### config.mk
export PLATFORM = sky130hd
export DESIGN_NAME = mem_arbiter
export DESIGN_NICKNAME = d
export VERILOG_FILES = /design/src/rtl/mem_arbiter.sv
export SDC_FILE = /design/constraint.sdc
export NUM_CORES = 1
export LEC_CHECK = 0
export ABC_AREA = 1
export BUFFER_PORTS_ARGS = -buffer_cell sky130_fd_sc_hd__buf_4
export CAP_MARGIN = 15
export CORE_UTILIZATION = 30
export CTS_CLUSTER_SIZE = 40
export DETAILED_ROUTE_END_ITERATION = 16
export GPL_ROUTABILITY_DRIVEN = 0
export PLACE_DENSITY_LB_ADDON = 0.05
export SLEW_MARGIN = 25
export SYNTH_ARGS = -nofsm -noshare
export SYNTH_HDL_FRONTEND = slang
export SYNTH_SLANG_ARGS = --single-unit
### constraint.sdc
create_clock -name clk -period 1.7 [get_ports clk]
set_input_delay 0.085 -clock clk [delete_from_list [all_inputs] [get_ports clk]]
set_output_delay 0.085 -clock clk [all_outputs]
set_load 0.02 [all_outputs]
### src/rtl/mem_arbiter.sv
// mem_arbiter: two-port (data/instruction cache) single-outstanding arbiter in front of a four-banked memory.
// Define ARB_RR_EN for round-robin arbitration; otherwise the data cache has fixed priority.
module mem_arbiter #(
  parameter int RD_LAT = 2
) (
  input  logic        clk,
  input  logic        rst,
  input  logic        d_req,
  input  logic        d_wr,
  input  logic [15:0] d_addr,
  input  logic [15:0] d_wdata,
  input  logic        i_req,
  input  logic [15:0] i_addr,
  output logic        d_ack,
  output logic        i_ack,
  output logic [15:0] rdata,
  output logic        err,
  output logic [15:0] mem_addr,
  output logic [15:0] mem_wdata,
  output logic        mem_wr,
  output logic        mem_rd,
  input  logic [15:0] mem_rdata,
  input  logic [3:0]  mem_busy,
  input  logic        mem_stall,
  input  logic        mem_err
);
  typedef enum logic [1:0] {IDLE, ISSUE, RD_WAIT, DONE} state_t;
  state_t state, next;
  logic [2:0] cnt;
  logic gnt_i, wr, err_flag, pick_i, go;
  logic [15:0] addr, wdata;
`ifdef ARB_RR_EN
  logic last_d;
  assign pick_i = i_req && (!d_req || last_d);
`else
  assign pick_i = i_req && !d_req;
`endif
  assign go = !mem_busy[addr[2:1]] && !mem_stall;
  always_comb begin
    next = state;
    mem_rd = 1'b0;
    mem_wr = 1'b0;
    d_ack = 1'b0;
    i_ack = 1'b0;
    err = 1'b0;
    mem_addr = (state == IDLE) ? '0 : addr;
    mem_wdata = (state == IDLE) ? '0 : wdata;
    case (state)
      IDLE: next = (d_req || i_req) ? ISSUE : IDLE;
      ISSUE: begin
        mem_rd = go && !wr;
        mem_wr = go && wr;
        next = !go ? ISSUE : wr ? DONE : RD_WAIT;
      end
      RD_WAIT: next = (cnt == 3'(RD_LAT)) ? DONE : RD_WAIT;
      default: begin
        d_ack = !gnt_i;
        i_ack = gnt_i;
        err = err_flag;
        next = IDLE;
      end
    endcase
  end
  always_ff @(posedge clk or posedge rst) begin
    if (rst) begin
      state <= IDLE;
      cnt <= '0;
      gnt_i <= 1'b0;
      wr <= 1'b0;
      addr <= '0;
      wdata <= '0;
      err_flag <= 1'b0;
      rdata <= '0;
`ifdef ARB_RR_EN
      last_d <= 1'b1;
`endif
    end else begin
      state <= next;
      if (state == IDLE && (d_req || i_req)) begin
        gnt_i <= pick_i;
        addr <= pick_i ? i_addr : d_addr;
        wdata <= pick_i ? '0 : d_wdata;
        wr <= !pick_i && d_wr;
`ifdef ARB_RR_EN
        last_d <= !pick_i;
`endif
      end
      // cnt reaches 1 with the issue cycle; data arrives RD_LAT cycles after the strobe
      cnt <= (state == ISSUE) ? 3'd1 : (state == RD_WAIT) ? cnt + 3'd1 : cnt;
      if (state == RD_WAIT && cnt == 3'(RD_LAT))
        rdata <= mem_rdata;
      err_flag <= (state == DONE || state == IDLE) ? 1'b0 : (err_flag || mem_err);
    end
  end
endmodule

==> impl_metrics.yaml <==
run_status:
  status: "complete, no violations"
drt:
  ant_nets: 0
  viasPerCell: 4.35
  first_iter_violations: 87
  wirelength_mm: 6.99
  drt_pass1_iterations: 4
  dr_total_vias: 2493
  drc: 0
  routedWlPerCell_um: 12.2
clock_network:
  cts_made_buffers: 5
  cts_setup_buffers: 0
  cts_max_path_buffers: 2
  htree_levels: 2
  clock_sinks: 56
  clk_pin_slew_ps: 100
  clock_latency_ps: 300
  cts_tree: "done"
  cts_root_buf: "clkbuf_8"
placement:
  place_inst: 547
  hpwl_mm: 4.98
  port_buffers: 127
  dp_slack_ps: 238
  placed_area_mm2: 0.00374
setup_path:
  crit_type: "flop to primary output"
  startpoint_type: "flop"
  rr_endpoint: "addr[13]"
  required_ps: 1620
  reg2regPathDepth: 6
  arrival_ps: 1560
  crit_fanout: 15
  reg2reg_from: "state[0]"
  reg2reg_setup_slack_ps: 210
  critPathCaptureType: "primary output"
timing:
  rsz0062_at_grt: "yes"
  fmax_mhz: 609
  max_slew_margin_pct: 71.7
  hold_slack_ps: 11.6
  layout_setup_ws_ps: 57.3
  slew_violations: 0
  worst_pin_slew_ps: 423
  finalSetupViolCount: 0
  post-route-period-util_pct: 96.6
  finalCriticalPeriod_ps: 1640
  fin_skew_ps: 9.50
  hold_viol_final: 0
floorplanning:
  ios: 128
  rows: 34
  core_mm2: 0.00868
  die_height_um: 96.3
  start_util_pct: 30.8
  dieArea_mm2: 0.00928
  die_w_um: 96.3
grt:
  grt_pass1_wl_mm: 11.0
  antenna_found_initial: 0
  overflow: 0
  grt_pass1_vias: 2328
  grt_max_degree: 35
  grt_use_total_pct: 15.4
pwr:
  p_leak_nw: 2.13
  max-vdd-ir-drop_uv: 751
  p_total_mw: 6.79
  pwr_density_cell_mw_per_mm2: 1680
cells_and_area:
  fin_area_mm2: 0.00404
  multi_input_area_um2: 977
  fill_cells: 876
  area_growth_pct: 51.2
  nets: 546
  stdcell_count: 573
  ff_latch_area_mm2: 0.00140
  drive_gt1_share_pct: 32.5
  diodes: 0
worst_hold_path:
  holdPathStages: 3
  hold_class: "input pin to flop"
  hp-start: "d_wdata[3]"
  whs_endpoint: "wdata[3]"
flow_run:
  cap_violations: 0
yosys:
  synthDistinctLibCells: 21
  ys_ff_latch: 56
  ys_warn_count: 0
  syn_area_mm2: 0.00267
  syn_nets: 402
  yosysSeqAreaShare_pct: 52.5
  synth_cells: 320
  postSynthAreaPerCell_um2: 8.34
==> cell usage after synthesis <==
cell type  count  area (µm²)
a21oi_1        2        10.0
buf_2          3        15.0
buf_4          1        7.51
buf_6          7        78.8
clkbuf_1       5        18.8
clkinv_1       1        3.75
dfrtp_1       56        1400
ha_1           7        87.6
inv_1         43         161
inv_2          2        7.51
mux2_4         1        15.0
nand2_1       60         225
nand2_4        1        11.3
nand3_1       21         105
nand3_2        1        10.0
nor2_1        54         203
o21a_4         1        15.0
o21ai_0       26         130
o21ai_1       11        55.1
o22ai_1       16         100
o31ai_1        1        7.51
==> stage by stage <==
step / setup TNS (ps) / util, %
final: 0 / 46.5
after global routing: -1160 / 46.5
after CTS: 0 / 46.5
after detailed placement: 0 / 43.1
after global placement: 0 / 43.1
after floorplan: 0 / -
==> worst max-delay path by stage <==
stage	from	end	slack, ps	depth (start not counted)
6_report	state[0]	mem_addr[8]	60	5
2_1_floorplan	state[0]	mem_wdata[10]	220	6
3_3_place_gp	state[0]	state[0]	300	6
4_1_cts	state[0]	mem_wdata[1]	20	5
5_1_grt	state[0]	mem_addr[13]	-50	5
3_5_place_dp	state[0]	addr[13]	240	6
==> power by group <==
part | internal (mW) | switching [mW]
Clock | 0.437 | 0.430
Sequential | 1.95 | 0.251
Combinational | 1.57 | 2.15
==> state kept, by name (all words and copies together), names as in the netlist <==
name      count
addr         16
cnt           3
err_flag      1
gnt_i         1
rdata        16
state         2
wdata        16
wr            1
==> routing by layer <==
metal	global-route usage [%]	share of wire [%]
met1	19.8	47
met2	26.2	45
met3	3.71	6.7
met4	3.31	0.82
met5	0	0
==> logic make-up (layout without fill, tap and decap cells) <==
family | Yosys count | after routing | synth area share (%)
fa+ha+maj | 7 | 7 | 3.28
simple gates | 137 | 137 | 20.8
compound gates | 57 | 57 | 11.9
buf+inv | 62 | 207 | 11.0
mux | 1 | 1 | 0.562
flops | 56 | 56 | 52.5
==> critical path: stages (launching register included) <==
cell and delay (ps):
dfrtp_1 430, inv_1 120, ha_2 230, buf_4 230
nor2_1 80, buf_4 160
==> timing repair <==
item / 4_1_cts / 5_1_grt
cloned: 0 / 0
hold endpoints to repair: 34 / 0
endpoints found under the setup margin: 17 / 34
resized for setup: 1 / 1
hold buffers: 18 / 0
==> cell usage in the layout, fill, tap and decap left out <==
cell and count:
a21oi_1 2, buf_12 3, buf_4 131, buf_8 1, bufinv_16 1, clkbuf_8 5
clkinv_1 1, clkinv_2 1, clkinvlp_4 1, dfrtp_1 56, dlygate4sd3_1 18, ha_1 6
ha_2 1, inv_1 42, inv_2 3, mux2_4 1, nand2_1 60, nand2_4 1
nand3_1 21, nand3_2 1, nor2_1 54, o21a_4 1, o21ai_0 26, o21ai_1 11
o22ai_1 16, o31ai_1 1
==> layout make-up <==
type | instances | area share, %
clock buffer | 5 | 1.70
clock inverter | 3 | 1.05
inverter | 46 | 4.28
multi-input combinational | 202 | 24.2
sequential | 56 | 34.7
tap | 108 | 3.35
timing repair buffer | 153 | 30.7
Power figures use the tool's default switching activity.
